**src/rtl/fetch_unit.sv**
```systemverilog
// fetch_unit
// Instruction fetch stage. Presents the current PC to instruction memory,
// advances the PC by 4 on each completed fetch, applies branch/exception
// redirects, and queues fetched {pc, instr} pairs in a small circular FIFO
// that feeds decode over a valid/ready handshake.
//
// Ports
//   clk, rst_n               clock, asynchronous active-low reset
//   pc_in                    current PC from the program counter register
//   pc_write, next_pc        PC register update (combinational)
//   imem_req, imem_addr      instruction memory request / address (= pc_in)
//   imem_ready, imem_rdata   memory completion and returned instruction
//   redirect, redirect_pc    single-cycle redirect pulse and its target
//   if_valid, if_ready       decode handshake
//   if_instr, if_pc          buffer head entry
//
// state | meaning
// ------+--------------------------------------------------------------
// IDLE  | no request; waits for a free buffer slot
// FETCH | request outstanding at pc_in; completes on imem_ready
// KILL  | request outstanding but squashed by a redirect; its data is
//       | dropped and the PC jumps to pend_target once it completes
module fetch_unit #(
  parameter int DEPTH = 2
) (
  input  logic        clk,
  input  logic        rst_n,
  input  logic [31:0] pc_in,
  output logic        pc_write,
  output logic [31:0] next_pc,
  output logic        imem_req,
  output logic [31:0] imem_addr,
  input  logic        imem_ready,
  input  logic [31:0] imem_rdata,
  input  logic        redirect,
  input  logic [31:0] redirect_pc,
  output logic        if_valid,
  input  logic        if_ready,
  output logic [31:0] if_instr,
  output logic [31:0] if_pc
);

  localparam int PTR_W = $clog2(DEPTH);
  localparam int CNT_W = $clog2(DEPTH + 1);

  typedef enum logic [1:0] {
    S_IDLE  = 2'd0,
    S_FETCH = 2'd1,
    S_KILL  = 2'd2
  } state_t;

  state_t            state_q, state_d;
  logic [31:0]       pend_q, pend_d;
  logic [PTR_W-1:0]  head_q, head_d;
  logic [PTR_W-1:0]  tail_q, tail_d;
  logic [CNT_W-1:0]  count_q, count_d;
  logic [CNT_W-1:0]  count_nxt;
  logic [31:0]       buf_pc_q    [DEPTH];
  logic [31:0]       buf_instr_q [DEPTH];

  logic push;
  logic pop;
  logic flush;
  logic space;

  assign imem_req  = (state_q != S_IDLE);
  assign imem_addr = pc_in;

  assign if_valid = (count_q != '0);
  assign if_pc    = buf_pc_q[head_q];
  assign if_instr = buf_instr_q[head_q];

  assign pop   = if_valid & if_ready;
  assign push  = (state_q == S_FETCH) & imem_ready & ~redirect;
  assign flush = redirect;

  // Occupancy after this cycle's push and pop; decides whether another
  // request may be issued next cycle.
  assign count_nxt = count_q + CNT_W'(push) - CNT_W'(pop);
  assign space     = (count_nxt < CNT_W'(DEPTH));

  always_comb begin
    state_d  = state_q;
    pend_d   = pend_q;
    pc_write = 1'b0;
    next_pc  = '0;
    case (state_q)
      S_IDLE: begin
        if (redirect) begin
          pc_write = 1'b1;
          next_pc  = redirect_pc;
        end else if (space) begin
          state_d = S_FETCH;
        end
      end
      S_FETCH: begin
        if (imem_ready) begin
          pc_write = 1'b1;
          if (redirect) begin
            next_pc = redirect_pc;
            state_d = S_FETCH;
          end else begin
            next_pc = pc_in + 32'd4;
            state_d = space ? S_FETCH : S_IDLE;
          end
        end else if (redirect) begin
          pend_d  = redirect_pc;
          state_d = S_KILL;
        end
      end
      S_KILL: begin
        // The address must stay put until memory completes, so the jump is
        // deferred to the completing cycle; a redirect in that very cycle
        // still takes priority over the stored target.
        if (imem_ready) begin
          pc_write = 1'b1;
          next_pc  = redirect ? redirect_pc : pend_q;
          state_d  = S_FETCH;
        end else if (redirect) begin
          pend_d = redirect_pc;
        end
      end
      default: state_d = S_IDLE;
    endcase
    // PC update outputs are quiet while reset is held, even if a redirect
    // happens to be asserted.
    if (!rst_n) begin
      pc_write = 1'b0;
      next_pc  = '0;
    end
  end

  always_comb begin
    head_d  = head_q;
    tail_d  = tail_q;
    count_d = count_nxt;
    if (flush) begin
      head_d  = '0;
      tail_d  = '0;
      count_d = '0;
    end else begin
      if (push) tail_d = tail_q + PTR_W'(1);
      if (pop)  head_d = head_q + PTR_W'(1);
    end
  end

  always_ff @(posedge clk or negedge rst_n) begin
    if (!rst_n) begin
      state_q <= S_IDLE;
      pend_q  <= '0;
      head_q  <= '0;
      tail_q  <= '0;
      count_q <= '0;
    end else begin
      state_q <= state_d;
      pend_q  <= pend_d;
      head_q  <= head_d;
      tail_q  <= tail_d;
      count_q <= count_d;
    end
  end

  // Buffer payload needs no reset; entries are only read while counted valid.
  always_ff @(posedge clk) begin
    if (push) begin
      buf_pc_q[tail_q]    <= pc_in;
      buf_instr_q[tail_q] <= imem_rdata;
    end
  end

endmodule
```
**config.mk**
```make
export PLATFORM = sky130hd
export DESIGN_NAME = fetch_unit
export DESIGN_NICKNAME = d
export VERILOG_FILES = /design/src/rtl/fetch_unit.sv
export SDC_FILE = /design/constraint.sdc
export NUM_CORES = 1
export LEC_CHECK = 0
export ABC_AREA = 1
export BUFFER_PORTS_ARGS = -buffer_cell sky130_fd_sc_hd__buf_2
export CAP_MARGIN = 20
export CELL_PAD_IN_SITES_DETAIL_PLACEMENT = 0
export CELL_PAD_IN_SITES_GLOBAL_PLACEMENT = 2
export CORE_MARGIN = 2
export CORE_UTILIZATION = 28
export CTS_CLUSTER_SIZE = 10
export DETAILED_ROUTE_END_ITERATION = 10
export PLACE_DENSITY_LB_ADDON = 0.1
export SKIP_CTS_REPAIR_TIMING = 1
export SLEW_MARGIN = 20
export SYNTH_ARGS = -nofsm -noshare
export SYNTH_HDL_FRONTEND = slang
export SYNTH_SLANG_ARGS = --single-unit
```
**constraint.sdc**
```tcl
create_clock -name clk -period 3.9 [get_ports clk]
set_clock_uncertainty 0.05 [all_clocks]
set_input_delay 0.39 -clock clk [delete_from_list [all_inputs] [get_ports clk]]
set_output_delay 0.39 -clock clk [all_outputs]
set_load 0.01 [all_outputs]
```
# ---- Yosys cells after proc, flatten, opt, wreduce, memory -nomap -nowiden
# Memory sizes are Yosys's and may differ from the RTL's.
# Cells that the tools add are included.
dict set report word_totals {
  register_bits 38
  ramBits 128
  inputBits 101
  out_inout_bits 131
  wordCells 58
  memories 2
}
dict set report classes {
  add_sub_neg 5
  order_cmp 1
  eq_ne 6
  mux 26
  n_bitwise 5
  n_reduce_logical 8
}
# name depth width read_ports rd_clocked_by_memory_dff wr line_no
set mem_list {}
lappend mem_list {buf_instr_q 2 32 1 0 1 59} ;# logic [31:0] buf_instr_q [DEPTH];
lappend mem_list {buf_pc_q 2 32 1 0 1 58} ;# logic [31:0] buf_pc_q [DEPTH];
# op count
set op_table {}
lappend op_table {{two-way mux 32 bit} 6}
lappend op_table {{case mux 32 bit (3 select lines)} 1}
lappend op_table {{adder 32 x 3 -> 32 bit, second input constant} 1}
lappend op_table {{two-way mux 2 bit} 6}
lappend op_table {{two-way mux 1 bit} 11}
lappend op_table {{nonzero test 2 bit} 4}
lappend op_table {{inequality test 2 bit, second input constant} 3}
lappend op_table {{case mux 2 bit (3 select lines)} 1}
lappend op_table {{AND reduction 4 bit} 1}
lappend op_table {{AND 1 bit} 3}
lappend op_table {{inequality test 3 bit, second input constant} 1}
lappend op_table {{adder 1 bit, second input constant} 2}
lappend op_table {{adder 2 x 1 -> 2 bit} 1}
lappend op_table {{== test 2 x 1 -> 1 bit, second input constant} 1}
lappend op_table {{== test 2 bit, second input constant} 1}
lappend op_table {{logical NOT 2 bit} 1}
lappend op_table {{less-than comparator 2 bit, second input constant} 1}
lappend op_table {{inverter 1 bit} 2}
lappend op_table {{case mux 1 bit (2 select lines)} 1}
lappend op_table {{AND reduction 2 bit} 1}
lappend op_table {{OR reduction 2 bit} 1}
lappend op_table {{subtractor 2 x 1 -> 2 bit} 1}

# ---- Logic depth before layout (Yosys ltp)
# Gate-level depths: netlist (run 1).
dict set report depth {
  ltp_word 10
  ltp_mapped 15
  depth_no_buf 15
}

# ---- Worst setup path before layout (run 1)
# Ideal clock, no wire load.
dict set report synth_path {
  path_type {register to register}
  startpoint {register state_q[1]}
  endpoint {memory buf_instr_q[0][0] (enable)}
  setup_time_ns 0.486
  arrival_time_ns 3.665
  required_time_ns 3.364
  setup_slack_ns -0.301
  stages_incl_launch_ff 7
  path_buffers 0
  synth_period_minus_slack_ns 4.201
  cell_sequence {dfrtp_1 > inv_1 > ha_1 > nand2_2 > nor2_8 > inv_2 > nor2_1}
}
dict set report synth_via {
  elab_chain_cells 5
}
# item line_no
set synth_lines {}
lappend synth_lines {{start, declared} 52} ;# state_t state_q, state_d;
lappend synth_lines {{start signal, assigned} 155} ;# state_q <= state_d;
lappend synth_lines {{== test 2 x 1 -> 1 bit} 74} ;# assign push = (state_q == S_FETCH) & imem_ready & ~redirect;
lappend synth_lines {{AND 1 bit (2 in series)} 74}
lappend synth_lines {{two-way mux 1 bit} 165} ;# if (push) begin
lappend synth_lines {{two-way mux 1 bit (not written as such)} 167} ;# buf_instr_q[tail_q] <= imem_rdata;
lappend synth_lines {{end, declared} 59}
# Every way passes these cells.

# ---- Worst setup path in the final report (run 1)
dict set report layout_path {
  startpoint {register state_q[1]}
  endpoint {output next_pc[4]}
}
dict set report layout_via {
  elab_chain_cells 3
  word_cells_on_any_way 5
  classes_between {2 x eq/ne; 2 x mux; 1 x reduce/logical}
}
# item line_no
set layout_lines {}
lappend layout_lines {{== test 2 bit, or another cell as far along} 87} ;# case (state_q)
lappend layout_lines {{case mux 32 bit (3 select lines) (*)} 87}
lappend layout_lines {{two-way mux 32 bit (*)} 127} ;# if (!rst_n) begin
lappend layout_lines {{end, declared} 30} ;# output logic [31:0] next_pc,
# Every way passes the cells marked *; elsewhere a longest branch is shown, timed or not.

==> impl.org, run 1 <==
** Outcome
- Result of the run :: complete, but fails checks
- The checks that failed: hold timing.

** Synth
- Yosys Warn Count :: 0
- Synthesis instantiated 35 different standard cells from the library.
- Summing the areas of all fa, ha and maj instances in the mapped netlist gives 1.03% of the synthesized area.
- Synthesis inferred 166 register bits.
- After Yosys synthesis, XOR and XNOR cells account for 0.310% of the synthesized area.
- Simple-gate share of the synthesized area :: 24.0%
- For this run, the register share of the synthesized area comes to 56.6%.
- Cell type contributing the most total cell area after synthesis :: edfxtp_1
- The top cell type by area accounts for 45.4% of the synthesized area.
- Number of nets in the synthesized netlist :: 1096
- Async SR Flop Fraction :: 22.9%
- Combined area of all synthesized cells :: 8460 µm²
- The average instance in the mapped netlist occupies 8.57 µm².
- Share of synthesized area spent on multiplexers :: 0%
- The most used flip-flop cell after synthesis is edfxtp_1.
- After synthesis, the largest family of logic cells by area is simple AND/OR/NAND/NOR gates.
- Gate count of the mapped netlist :: 988
- Count of flip-flops with a built-in enable after synthesis :: 128
- By instance count, the leading cell after synthesis is nand2_1.
- Commonest cells post-synth :: nand2_1 (385), edfxtp_1 (128), inv_1 (93)
- Synth top area cells :: edfxtp_1 (45%), nand2_1 (17%), dfrtp_1 (11%), o21ai_0 (4.3%), inv_1 (4.1%)
- Summing the areas of all compound-gate instances in the mapped netlist gives 8.78% of the synthesized area.

** Layout
- After the last flow step, the layout net total stands at 1289.
- Cells with a size suffix above 1 make up 25.2% of the layout.
- Cells fill 35.1% of the core in the end.
- Compared with the post-synthesis result, the final layout area differs by 23.3%.
- With fillers left out, the area of the finished cells amounts to 10400 µm².
- The finished layout holds 1585 standard cells, fillers aside.

** Timing
- After routing, the total negative slack on setup checks comes to 0 ps.
- Timing would allow up to 0.340 GHz.
- The number of hold violations in the final report was 6.
- Setup Viol. Count Final :: 0
- Headroom to the max-slew limit :: 47.8%
- For the pin with the worst max-slew slack, the measured transition is 782 ps.
- Worst setup slack after layout :: 962 ps
- In the finished design, the share of the clock period the worst path needs comes to 75.3%.
- Worst hold slack after final layout :: -8.38 ps
- Final slew viol count :: 0
- Setup repair after global routing left no endpoint under its margin.
- Clock period minus worst slack :: 2940 ps

** Routing
- Summing over every cut layer, the via total after detailed routing is 6903.
- WL/cell :: 16.3 µm
- Via-to-Cell Ratio :: 4.36
- Number of DRC markers after the initial detailed-route iteration :: 315
- The pre-antenna-repair detailed-routing pass consisted of 4 iterations.
- Drt total wl :: 25900 µm
- Once detail routing completed, the nets flagged for antenna violations numbered 0.
- Detailed-route DRC error count :: 0

** CTS
- CTS tree :: built
- For this design, the sink count on the clock tree is 166.
- Number of buffers created by CTS :: 17
- CTS H-tree depth :: 4
- Maximum buffer depth of the clock tree :: 2
- Clock tree synthesis selected as its root buffer the cell clkbuf_16.
- After clock tree synthesis, the clock-pin slew on the worst setup and hold paths is 80 ps.
- Clock latency on the worst-skew pair :: 430 ps

** Floorplanning
- Placement Rows :: 63
- Standard cell core area :: 29700 µm²
- From left edge to right edge, the die measures 178 µm.
- The floorplan step set the die height to 178 µm.
- Total die area :: 31600 µm²
- During I/O placement, the number of pins put on the boundary was 232.
- Once the floorplan was initialized, standard cells occupied 28.5% of the core.

** Placed design
- At the end of routability-driven placement, the weighted congestion stood at 0.769.
- Count of input and output buffers :: 231
- Detailed placement finished with a half-perimeter wire length of 18400 µm.
- Dpl ws :: 1320 ps
- In this run, placement finished with an instance count of 1552.
- Dpl cell area :: 9830 µm²

** Pwr
- In this run the static leakage power is 4.59 nW.
- IR Drop Worst-Case VDD :: 0.234 mV
- Power spread over the standard cell area amounts to 570 nW/µm².
- After layout, the design draws a total of 5.95 mW.

** Setup path
- Largest fanout of any net on the critical path :: 28
- The worst setup path is of the reg2out kind.
- Endpoint type of the worst setup path :: output port
- For the worst setup path, the data required time is 3460 ps.
- STA classifies the critical path startpoint as a flip-flop.
- Slowest cell delay on critical path :: 400 ps
- Highest-delay cell along the critical path :: dfrtp_1
- Worst path bufs/invs :: 4
- Traced cell by cell, the critical path runs through inv_1, ha_1, nand2_2, nor2_8, inv_2, o311ai_1, nand2_1, inv_1, buf_2.
- Critical path's top delay family :: simple AND/OR/NAND/NOR gates
- Worst Path Arrival :: 2500 ps
- In this design, the critical path's most frequently occurring cell is inv_1.

** Global route
- Global routing used 25.6% of the available met2 tracks.
- The number of antenna violations at the first check in global routing is 0.
- Number of global-route vias before repair :: 6592
- The total overflow left after global routing is 0.
- Entering global routing, the biggest net connects 65 pins.
- First-pass GRT wire length :: 38700 µm
- Total global routing track utilization :: 16.3%
- Met3 capacity usage during global routing :: 2.49%
- Busiest layer in global routing :: met2
- For this run, global-route usage on met1 was measured as 23.8%.

** Hold path
- In this run the worst hold path is classified as in2async.

** Run
- Max-cap violations in this run came to 0.
-- routing by layer --
metal  vias to the layer above  wire length (µm)
met4                         0               233
met1                      3170             12800
met2                       162             11700
met5                         -                 0
li1                       3558                 -
met3                        13              1200
-- path summary, 6_finish.rpt --
path | start | end | slack [ps] | cells after the start
setup / recovery | state_q[1]$_DFFE_PN0P_ | next_pc[4] | 960 | 9
hold / removal | rst_n | pend_q[1]$_DFFE_PN0P_ | -8 | 2
setup reg to reg | state_q[1]$_DFFE_PN0P_ | state_q[1]$_DFFE_PN0P_ | 1330 | 15
hold reg to reg | pend_q[18]$_DFFE_PN0P_ | pend_q[18]$_DFFE_PN0P_ | 490 | 2
max in group asynchronous | rst_n | head_q$_DFFE_PN0P_ | 3390 | 2
min in group clk | imem_rdata[21] | buf_instr_q[0][21]$_DFFE_PP_ | 90 | 1
-- power by group --
part	internal [mW]	leakage (nW)	total, mW	switching (mW)
combinational	0.629	2.65	1.92	1.29
clock	0.924	0.297	1.76	0.839
sequential	2.19	1.64	2.26	0.0739
total	3.74	4.59	5.95	2.21
-- registers in the layout (all words and copies together), names as in the netlist --
name	cells
count_q	2
pend_q	32
buf_pc_q	64
head_q	1
state_q	2
tail_q	1
buf_instr_q	64
-- kinds of logic (layout without fill, tap and decap cells) --
group,Yosys count,after routing
adder cells (fa/ha/maj),7,7
flip-flops,166,166
XOR/XNOR,3,3
AND/OR/NAND/NOR,505,505
other,0,1
AO/OA/AOI/OAI,140,140
buffers and inverters,167,373
-- worst register-to-register path, stage by stage (launching register included) --
cell	delay, ps
dfrtp_1	400
inv_1	100
ha_1	200
nand2_2	140
nor2_8	380
inv_2	190
ha_1	310
inv_1	60
ha_1	150
inv_1	40
nand2_1	70
nand3_1	80
nand2_1	90
inv_1	60
nand2_1	50
o21ai_0	80
-- layout by cell type (no fill, tap or decap), drive strengths merged, types with 5 or more instances in the layout --
cell type / Yosys / layout
nand2: 388 / 388
buf: 48 / 243
edfxtp: 128 / 128
inv: 98 / 107
o21ai: 96 / 96
nor2: 64 / 64
nand3: 45 / 45
dfrtp: 38 / 38
a21oi: 27 / 27
clkbuf: 21 / 17
ha: 7 / 7
a31oi: 6 / 6
or2: 5 / 5
clkinv: 0 / 5
-- layout make-up --
class                      count  area, µm²
clock buffer                  17        425
antenna                        1       2.50
clock inverter                15        178
inverter                      98        368
sequential                   166       4800
fill                        3190      19300
multi-input combinational    655       2910
tap                          390        488
timing repair buffer         243       1270
Note: power is estimated with default switching activity, not from simulation.
==> run 2, diff against run 1 <==
==> constraint.sdc (replaced) <==
create_clock -name clk -period 2.7 [get_ports clk]
set_clock_uncertainty 0.05 [all_clocks]
set_input_delay 0.27 -clock clk [delete_from_list [all_inputs] [get_ports clk]]
set_output_delay 0.27 -clock clk [all_outputs]
set_load 0.01 [all_outputs]
==> run 2 against run 1 <==
Compared with the run above: the flow now finishes without violations; final cell count increased by 2.5%; critical path depth shrank 3; hold slack gained 76 ps; sequential share of layout area down 1.8 points.
==> impl.org, run 2 (synthesis gave the netlist of run 1 again) <==
** CTS
- Clock latency on the worst-skew pair :: 430 ps
- Number of buffers created by CTS :: 17
- Counting along the longest clock path gives a buffer depth of 2.
- The H-tree generated during clock tree synthesis spans 4 levels.
- Clock slew seen by the registers of the worst setup and hold paths :: 70 ps
- The clock net in this run drives a total of 166 sinks.
- The root buffer cell chosen for the clock tree is clkbuf_16.
- TritonCTS built the clock tree.

** Floorplanning
- The floorplan step defined a die boundary enclosing 31600 µm².
- The floorplan step set the die height to 178 µm.
- In this run the core area contains 63 standard-cell rows.
- During I/O placement, the number of pins put on the boundary was 232.
- Initial core utilization :: 28.5%
- Standard cell core area :: 29700 µm²
- Chip width :: 178 µm

** Placed design
- Final HPWL from detailed placement :: 18900 µm
- Placed Instances :: 1560
- Routability-driven placement finished with a final weighted congestion of 0.779.
- Buffers placed on the I/O ports in this run total 231.

** Pwr
- Pleak :: 4.77 nW
- Power density over the cells :: 789 nW/µm²
- The worst-case IR drop observed on VDD is 0.352 mV.

** Setup path
- Highest-delay cell along the critical path :: dfrtp_1
- Required time of the critical path :: 2380 ps
- Walking the worst path, the cells encountered are ha_1, nor2_1, inv_1, buf_4, a21oi_1, buf_2.
- Of all nets on the critical path, the largest fanout is 23.
- At the worst endpoint, the arrival time is 2240 ps.
- Critical setup path kind :: reg2out
- Worst path bufs/invs :: 3
- Endpoint type of the worst setup path :: output port
- The worst setup path is launched from a flip-flop.
- Critical path's top delay family :: buffers and inverters
- Slowest cell delay on critical path :: 410 ps

** Layout
- In the final layout, the multi-input gates occupy 2920 µm².
- Cells with a size suffix above 1 make up 25.3% of the layout.
- Relative to the synthesized area, the layout overhead comes to 28.4%.
- The largest registers in the layout are buf_instr_q: 64 flops, buf_pc_q: 64 flops, pend_q: 32 flops.
- The filler cells instantiated in the layout total 3144.
- Number of antenna repair diodes :: 0
- In the layout the commonest cells are nand2_1 (385), buf_2 (231), edfxtp_1 (128), inv_1 (92), o21ai_0 (73).
- The sequential cells in the finished layout cover a total of 4800 µm².
- In the final design database the tool counted 1330 nets.
- After the flow finishes, the layout carries non-filler instances totaling 1625.
- Leaving out fill and tap cells, the most frequent cell in the layout is nand2_1.

** Timing
- Static timing analysis puts the maximum clock frequency at 0.390 GHz.
- Setup Viol. Count Final :: 0
- The max-slew violation total from the final report was 0.
- Adding up every negative setup slack in the final design gives 0 ps.
- Worst-Margin Slew :: 856 ps
- Headroom to the max-slew limit came out at 42.9%.
- The number of hold violations in the final report is 0.
- Clock period minus worst slack :: 2560 ps
- Period Utilization, post-route :: 95.0%
- Unrepaired setup endpoints after global routing :: yes

** Routing
- WL/cell :: 16.1 µm
- Detailed-route DRC error count :: 0
- Antenna-violating nets left :: 0
- Number of DRC markers after the initial detailed-route iteration :: 317
- First-pass detailed-route iteration total :: 4
- The routed layout has 7051 vias.
- Via-to-Cell Ratio :: 4.34
- Drt total wl :: 26200 µm

** Global route
- Remaining Overflow, GRT :: 0
- Entering global routing, the biggest net connects 67 pins.
- The number of antenna violations at the first check in global routing is 0.
- First-pass GRT wire length :: 38800 µm
- Total global routing track utilization :: 16.4%
- Number of global-route vias before repair :: 6634

** Hold path
- Worst Hold Class :: in2reg

** Outcome
- Result of the run :: completed

** Run
- # Max-Cap Violations :: 0
==> run 2: final timing paths <==
| check | startpoint | to | slack (ps) | cells past startpoint |
|---|---|---|---|---|
| worst max-delay path | state_q[0]$_DFFE_PN0P_ | next_pc[15] | 140 | 6 |
| worst min-delay path | pc_in[1] | buf_pc_q[1][1]$_DFFE_PP_ | 70 | 1 |
| worst max register to register | state_q[1]$_DFFE_PN0P_ | state_q[1]$_DFFE_PN0P_ | 490 | 15 |
| worst min register to register | pend_q[13]$_DFFE_PN0P_ | pend_q[13]$_DFFE_PN0P_ | 490 | 2 |
| max in group asynchronous | rst_n | head_q$_DFFE_PN0P_ | 1730 | 3 |
| min in group asynchronous | rst_n | pend_q[2]$_DFFE_PN0P_ | 420 | 3 |
==> run 2: layout make-up <==
type | instances | area share (%)
Sequential cell | 166 | 44.1
Tap cell | 390 | 4.49
Clock buffer | 17 | 3.91
Timing Repair Buffer | 284 | 15.7
Multi-Input combinational cell | 655 | 26.9
Inverter | 98 | 3.41
Clock inverter | 15 | 1.50
==> run 2: report_power, final <==
group	internal, mW	leakage, nW	switching (mW)
registers	3.16	1.64	0.104
logic	0.985	2.84	1.91
clock network	1.24	0.285	1.18
==> run 2: stage by stage <==
| stage | power (mW) | instance area [µm²] | setup slack, ps | hold WS (ps) | utilization [%] |
|---|---|---|---|---|---|
| after floorplan | 5.09 | 8480 | 275 | -75.6 | - |
| after global placement | 6.21 | 9930 | 520 | 376 | 33.4 |
| after detailed placement | 6.22 | 9930 | 474 | 380 | 33.4 |
| after CTS | 8.68 | 10500 | 26.3 | -98.7 | 35.4 |
| after global routing | 9.20 | 10900 | -28.5 | 57.0 | 36.6 |
| final | 8.58 | 10900 | 136 | 67.7 | 36.6 |
==> run 2: metal layers <==
layer | share of wire [%] | up-vias | GRT usage [%]
met1 | 50 | 3231 | 23.5
met3 | 3.8 | 16 | 2.98
li1 | - | 3643 | -
met5 | 0 | - | 0
met2 | 46 | 161 | 25.9
met4 | 0.76 | 0 | 3.52
==> run 2: worst register-to-register path: stages, from the launching register on <==
cell and delay [ps]:
dfrtp_1 400, inv_1 100, ha_2 220, nand2_4 100, nor2_8 140, inv_2 110, ha_1 280, inv_1 60
ha_1 160, inv_1 40, nand2_1 70, nand3_1 80, nand2_1 80, inv_1 60, nand2_1 50, o21ai_0 80
